### src/rtl/axi_r_to_stream.sv
// AXI R-channel tap: forwards R beats memory->initiator and copies each
// accepted beat into a FIFO that is replayed onto the shared monitor stream.
//
// Ports:
//   clk, reset          rising-edge clock, synchronous active-high reset
//   ready               arbiter grant; a word moves when valid && ready
//   valid, data         monitor stream word (header, then one per beat)
//   in_progress         stream owned from header until the burst's last beat
//   AXIM_r*             R beat from the memory side (AXIM_rready returned)
//   AXIS_r*             R beat forwarded to the initiator (AXIS_rready in)
module axi_r_to_stream #(
  parameter int DATA_WIDTH = 128,
  parameter int ID_WIDTH = 32,
  parameter int USER_WIDTH = 64,
  parameter int FIFO_DEPTH = 16,
  parameter int STREAM_TYPE_WIDTH = 3,
  parameter logic [STREAM_TYPE_WIDTH-1:0] STREAM_TYPE = 3'b001
) (
  input  logic                  clk,
  input  logic                  reset,
  input  logic                  ready,
  output logic                  valid,
  output logic                  in_progress,
  output logic [DATA_WIDTH-1:0] data,
  input  logic [ID_WIDTH-1:0]   AXIM_rid,
  input  logic [DATA_WIDTH-1:0] AXIM_rdata,
  input  logic [1:0]            AXIM_rresp,
  input  logic                  AXIM_rlast,
  input  logic [USER_WIDTH-1:0] AXIM_ruser,
  input  logic                  AXIM_rvalid,
  output logic                  AXIM_rready,
  output logic [ID_WIDTH-1:0]   AXIS_rid,
  output logic [DATA_WIDTH-1:0] AXIS_rdata,
  output logic [1:0]            AXIS_rresp,
  output logic                  AXIS_rlast,
  output logic [USER_WIDTH-1:0] AXIS_ruser,
  output logic                  AXIS_rvalid,
  input  logic                  AXIS_rready
);

  localparam int AW = $clog2(FIFO_DEPTH);
  localparam int CW = AW + 1;
  localparam int EW = ID_WIDTH + 3 + DATA_WIDTH;

  typedef enum logic [1:0] {
    IDLE,
    HDR,
    DATA
  } state_t;

  state_t state, state_nxt;

  logic [EW-1:0] mem [FIFO_DEPTH];
  logic [AW-1:0] wr_ptr, rd_ptr;
  logic [CW-1:0] count, count_nxt;
  logic          full, empty;
  logic          push, pop;

  logic [EW-1:0]         head;
  logic [ID_WIDTH-1:0]   head_rid;
  logic [1:0]            head_rresp;
  logic                  head_rlast;
  logic [DATA_WIDTH-1:0] head_rdata;
  logic [DATA_WIDTH-1:0] hdr_word;

  // Pass-through: both sides see one shared handshake, gated by full
  // so a forwarded beat is always captured.
  assign AXIS_rid    = AXIM_rid;
  assign AXIS_rdata  = AXIM_rdata;
  assign AXIS_rresp  = AXIM_rresp;
  assign AXIS_rlast  = AXIM_rlast;
  assign AXIS_ruser  = AXIM_ruser;
  assign AXIS_rvalid = AXIM_rvalid && !full;
  assign AXIM_rready = AXIS_rready && !full;

  assign push  = AXIM_rvalid && AXIS_rready && !full;
  assign empty = (count == '0);

  assign head = mem[rd_ptr];
  assign {head_rid, head_rresp, head_rlast, head_rdata} = head;

  always_ff @(posedge clk) begin
    if (push) begin
      mem[wr_ptr] <= {AXIM_rid, AXIM_rresp, AXIM_rlast, AXIM_rdata};
    end
  end

  always_comb begin
    count_nxt = count;
    unique case ({push, pop})
      2'b10:   count_nxt = count + 1'b1;
      2'b01:   count_nxt = count - 1'b1;
      default: count_nxt = count;
    endcase
  end

  // full is a register, so a pop never frees a slot for the same cycle.
  always_ff @(posedge clk) begin
    if (reset) begin
      wr_ptr <= '0;
      rd_ptr <= '0;
      count  <= '0;
      full   <= 1'b0;
    end else begin
      if (push) wr_ptr <= wr_ptr + 1'b1;
      if (pop)  rd_ptr <= rd_ptr + 1'b1;
      count <= count_nxt;
      full  <= (count_nxt == CW'(FIFO_DEPTH));
    end
  end

  always_comb begin
    hdr_word = '0;
    hdr_word[ID_WIDTH-1:0] = head_rid;
    hdr_word[ID_WIDTH+1:ID_WIDTH] = head_rresp;
    hdr_word[DATA_WIDTH-1 -: STREAM_TYPE_WIDTH] = STREAM_TYPE;
  end

  always_ff @(posedge clk) begin
    if (reset) state <= IDLE;
    else       state <= state_nxt;
  end

  // The header only peeks at the head beat; data words pop it.
  // An empty FIFO mid-burst keeps the stream locked in DATA.
  always_comb begin
    state_nxt   = state;
    valid       = 1'b0;
    in_progress = 1'b0;
    data        = '0;
    pop         = 1'b0;
    unique case (state)
      IDLE: begin
        if (!empty) state_nxt = HDR;
      end
      HDR: begin
        valid       = 1'b1;
        in_progress = 1'b1;
        data        = hdr_word;
        if (ready) state_nxt = DATA;
      end
      DATA: begin
        in_progress = 1'b1;
        valid       = !empty;
        if (!empty) begin
          data = head_rdata;
          if (ready) begin
            pop = 1'b1;
            if (head_rlast) state_nxt = IDLE;
          end
        end
      end
      default: state_nxt = IDLE;
    endcase
  end

endmodule

### config.mk
export PLATFORM = sky130hd
export DESIGN_NAME = axi_r_to_stream
export DESIGN_NICKNAME = d
export VERILOG_FILES = /design/src/rtl/axi_r_to_stream.sv
export SDC_FILE = /design/constraint.sdc
export NUM_CORES = 2
export LEC_CHECK = 0
export BUFFER_PORTS_ARGS = -buffer_cell sky130_fd_sc_hd__buf_2
export CELL_PAD_IN_SITES_DETAIL_PLACEMENT = 1
export CELL_PAD_IN_SITES_GLOBAL_PLACEMENT = 2
export CORE_ASPECT_RATIO = 2
export CORE_UTILIZATION = 49
export DETAILED_ROUTE_END_ITERATION = 8
export PLACE_DENSITY_LB_ADDON = 0.1
export SLEW_MARGIN = 15
export SYNTH_ARGS = -nofsm -noshare
export SYNTH_HDL_FRONTEND = slang
export SYNTH_SLANG_ARGS = --single-unit
### constraint.sdc
create_clock -name clk -period 19.4 [get_ports clk]
set_input_delay 3.88 -clock clk [delete_from_list [all_inputs] [get_ports clk]]
set_output_delay 3.88 -clock clk [all_outputs]
set_load 0.01 [all_outputs]
# [Yosys cells after proc, flatten, opt, wreduce, memory -nomap -nowiden]
# Memory sizes are Yosys's and may differ from the RTL's. A register that Yosys moved wholly into a read port is not among the register bits.
# Cells that the tools add are included.
[totals] ff_bits=16 ramBits=2608 input_bits=232 output_inout_bits=359 word_cells=48 mem_count=1
[classes] addsub=4 n_eq_ne=10 mux=18 reduce_logical=10
[mem_list] name="mem" words=16 width=163 rd=1 rd_ports_with_merged_regs=1 wr=1 line="53" text="logic [EW-1:0] mem [FIFO_DEPTH];"
[ops] operator="case mux 128 bit (2 select lines)" count=1
[ops] operator="2-to-1 mux 128 bit" count=1
[ops] operator="2-to-1 mux 2 bit" count=5
[ops] operator="!= test 2 bit (second input constant)" count=5
[ops] operator="case mux 5 bit (2 select lines)" count=1
[ops] operator="adder 4 x 1 -> 4 bit (second input constant)" count=2
[ops] operator="2-to-1 mux 4 bit" count=2
[ops] operator="2-to-1 mux 1 bit" count=6
[ops] operator="case mux 2 bit (3 select lines)" count=1
[ops] operator="adder 5 x 1 -> 5 bit (second input constant)" count=1
[ops] operator="equality test 5 bit (second input constant)" count=1
[ops] operator="logical NOT 5 bit" count=1
[ops] operator="AND reduction 5 bit" count=1
[ops] operator="subtractor 5 x 1 -> 5 bit (second input constant)" count=1
[ops] operator="equality test 2 x 1 -> 1 bit (second input constant)" count=2
[ops] operator="equality test 2 bit (second input constant)" count=2
[ops] operator="logical AND 1 bit" count=4
[ops] operator="logical NOT 1 bit" count=2
[ops] operator="logical NOT 2 bit" count=1
[ops] operator="case mux 1 bit (2 select lines)" count=1
[ops] operator="OR reduction 2 bit" count=1

# [Longest topological paths before layout]
[depth] word_depth=6 depth_mapped=12 mapped_depth_nobuf=12

# [Worst setup path before layout]
# Ideal clock, no wire load.
[synth_path] kind="input-to-reg" from="input AXIM_rvalid" to="memory mem[3][0] in the netlist's numbering (enable)" setup_time_ps=885 arrival_time_ps=15660 required_ps=18515 slack_ps=2855 path_stages=5 path_buffers=2 cell_sequence="and3b_1 clkbuf_1 clkbuf_1 nand2_1 nor3_1"
[synth_via] elab_chain_cells=4
[synth_rtl] element="start, declared" line="30" text="input logic AXIM_rvalid,"
[synth_rtl] element="logical AND 1 bit (2 in series)" line="76" text="assign push = AXIM_rvalid && AXIS_rready && !full;"
[synth_rtl] element="2-to-1 mux 1 bit" line="83" text="if (push) begin"
[synth_rtl] element="2-to-1 mux 1 bit (not written as such)" line="84" text="mem[wr_ptr] <= {AXIM_rid, AXIM_rresp, AXIM_rlast, AXIM_rdata};"
[synth_rtl] element="end, declared" line="53"
# No other way between the ends.

==> summary.md <==
| Metric | Value |
|---|---|
| Outcome | `completed` |
| Critical R2R Capture | `mem[12][82]` |
| Dpl hpwl | `123 mm` |
| Worst setup endpoint | `data[6]` |
| Iter 0 DRT Violations | `roughly 3800` |
| Reg-to-reg setup timing slack | `15.27 ns` |
| Share of layout cells above drive strength 1 | `35.6%` |
| Placer Congestion | `0.712` |
| H-Tree Depth | `4` |
| 1st-pass router iterations | `5` |
| Top cells by area, synth | `edfxtp_1, mux4_2, buf_4, nor2b_1, mux2i_1` |
| RSZ-0062 raised after global routing | `no` |
| Pre-CTS worst setup slack | `9.88 ns` |
| Unique masters post-synth | `45` |
| Die W | `about 320 µm` |
| Post-Syn Nets | `roughly 4500` |
| Total track usage | `24.3%` |
| Fin. max-slew vios | `0` |
| Setup Viol. Count Final | `0` |
| Setup Fix Bufs, Post-CTS | `0` |
| Area grow syn2layout | `11.4%` |
| Setup crit end kind | `output port` |
| Min Clock Period, post-route | `10.08 ns` |
| Routed WL | `250 mm` |
| Post-synth EDFFs | `2608` |
| Post-synthesis async set-or-reset flop share | `0%` |
| Mapped Cells | `4288` |
| Sequential area share after synthesis | `between 70 and 80%` |
| Leakage dissipation | `34.6 nW` |
| Hold_ws | `0.526 ns` |
| CP Data Arrival Time | `~6.2 ns` |
| Ys flop type | `edfxtp_1` |
| Fmax | `0.0992 GHz` |
| Slew at the pin with the worst max-slew slack | `around 1.2 ns` |
| Die height | `646 µm` |
| Ports | `between 500 and 600` |
| First-pass GRT wire length | `357 mm` |
| Flops & latches, synth | `roughly 2600` |
| Largest net degree at the start of global routing | `130` |
| Worst reg2reg path depth | `5` |
| Routed len/inst | `33.1 µm` |
| Fin crit share | `52.0%` |
| Top cells by count, synth | `edfxtp_1, mux4_2, buf_4` |
| Hold Crit Class | `reg -> reg` |
| Final hold violations | `0` |
| Initial antenna violation count | `15` |
| Layout net count | `4866` |
| Synthesized area | `approximately 0.10 mm²` |
| Yosys top cell by area | `edfxtp_1` |
| Skew-Pair Late Insertion Delay | `0.87 ns` |
| CTS buffer count | `231` |
| Critical R2R Launch | `full` |
| DR vias | `45600` |
| Clk_skew | `0.0251 ns` |
| Setup Crit Path Kind | `reg -> out` |
| Setup WS post-layout | `9.32 ns` |
| Worst rel slew slack | `around 23%` |
| Maxcap violations | `0` |
| Synth top area share | `77.0%` |
| Post-route ant nets | `0` |
| # DRC | `0` |
| Core footprint | `between 0.2 and 0.25 mm²` |
| Cell area power density | `roughly 100 mW/mm²` |
| Cts repair resizes | `0` |
| Clock buffer depth | `4` |
| Buffers on Ports | `about 460` |
| Critical-path cell list | `buf_12 -> buf_12 -> buf_4 -> buf_4 -> mux4_2 -> mux4_2 -> inv_1 -> o22ai_1 -> buf_2` |
| CP Launch Type | `flip-flop` |
| CTS tree | `built` |
| CTS Sinks | `2628` |
| CP required | `15.52 ns` |
| Syn avg cell area | `23.7 µm²` |
| Vias in the first global route | `49700` |
| Initial core utilization | `slightly below 50%` |
| CP peak stage delay | `~0.87 ns` |
| Num rows | `236` |
| GRT overflow | `0` |
| Hold-fix buffers, CTS | `0` |
| Clock transition at path regs | `roughly 0.07 ns` |
| Root Buffer Master | `clkbuf_16` |
| Largest fanout on the critical path | `98` |
| Worst vdd ir | `0.0814 mV` |
| Critical Path Slowest Stage Cell | `buf_4` |
| Accumulated negative setup slack | `0 ns` |
| Via/cell ratio | `6.04` |
| Synthesis Warnings | `0` |
| Top-count cell post-synth | `edfxtp_1` |
| Full die area | `roughly 0.21 mm²` |
==> worst max-delay path, delay by kind of cell, from the launching register on <==
family                 cells  cell delay, ns
muxes                      2            1.06
AOI/OAI and AO/OA          1            0.16
buffers and inverters      6            3.05
DFF                        1            0.83
==> sequential cells by signal, summed over array words and instances, names as in the netlist, named ones only <==
register / flops
state: 2
full: 1
rd_ptr: 4
mem: 2608
count: 5
wr_ptr: 4
==> logic make-up after synthesis <==
kind of cell             count (synthesis)  synth area share [%]
AO/OA/AOI/OAI                           91                 0.521
XOR/XNOR                                10                0.0861
adder cells (fa/ha/maj)                 11                 0.135
buffers and inverters                  471                  2.76
flip-flops                            2628                  77.4
multiplexers                           857                  18.0
AND/OR/NAND/NOR                        220                  1.12
==> metal layers <==
metal,global-route usage [%],vias to the layer above,routed length (µm)
met3,3.66,313,13600
met2,41.7,1357,129000
met5,0,-,0
met4,5.38,0,4880
met1,32.8,25400,102000
li1,-,18600,-
==> layout make-up <==
cell class                 instances  area, µm²
multi-input combinational       1189      20400
clock buffer                     271       6020
timing repair buffer             548       3210
antenna                            7       17.5
sequential                      2628      78700
tap                             2737       3420
inverter                          25       93.8
fill                           17300      93100
clock inverter                   150       1500
==> metrics by stage <==
step	cell area [µm²]	total power [mW]	utilization, %	std cells
2_1_floorplan	102000	6.62	-	4288
3_3_place_gp	106000	6.78	51.3	7127
3_5_place_dp	106000	6.79	51.3	7127
4_1_cts	113000	11.4	54.9	7548
5_1_grt	113000	11.6	54.9	7549
6_report	113000	11.3	54.9	7555
==> report_power, final <==
group	internal (mW)	switching (mW)
combinational	0.127	0.249
sequential	6.27	0.00982
clock	2.61	2.04
==> worst min-delay path by stage <==
stage | from | end | slack [ns] | depth (start not counted)
3_5_place_dp | rd_ptr[3] | rd_ptr[3] | 0.50 | 2
6_report | rd_ptr[3] | rd_ptr[3] | 0.53 | 2
3_3_place_gp | rd_ptr[3] | rd_ptr[3] | 0.49 | 2
4_1_cts | rd_ptr[3] | rd_ptr[3] | 0.53 | 2
2_1_floorplan | rd_ptr[3] | flip-flop | 0.47 | 2
5_1_grt | rd_ptr[3] | flip-flop | 0.56 | 2
==> placed cells by master (no fill, tap or decap), types with 7 or more instances in the layout <==
cell type and instances:
inv_1 24, clkbuf_16 235, nor2b_1 96, clkinv_2 40, mux4_2 776, nor2_4 12, mux2_2 37, nand2_1 13
clkinvlp_4 16, dfxtp_1 16, clkbuf_1 36, buf_12 20, ha_1 11, o22ai_1 15, mux2i_1 44, buf_4 66
a21oi_1 37, clkinv_1 57, nor2_1 59, nand3_1 21, bufinv_16 30, o21ai_1 19, buf_2 462, edfxtp_1 2608
diode_2 7
Power figures use the tool's default switching activity.
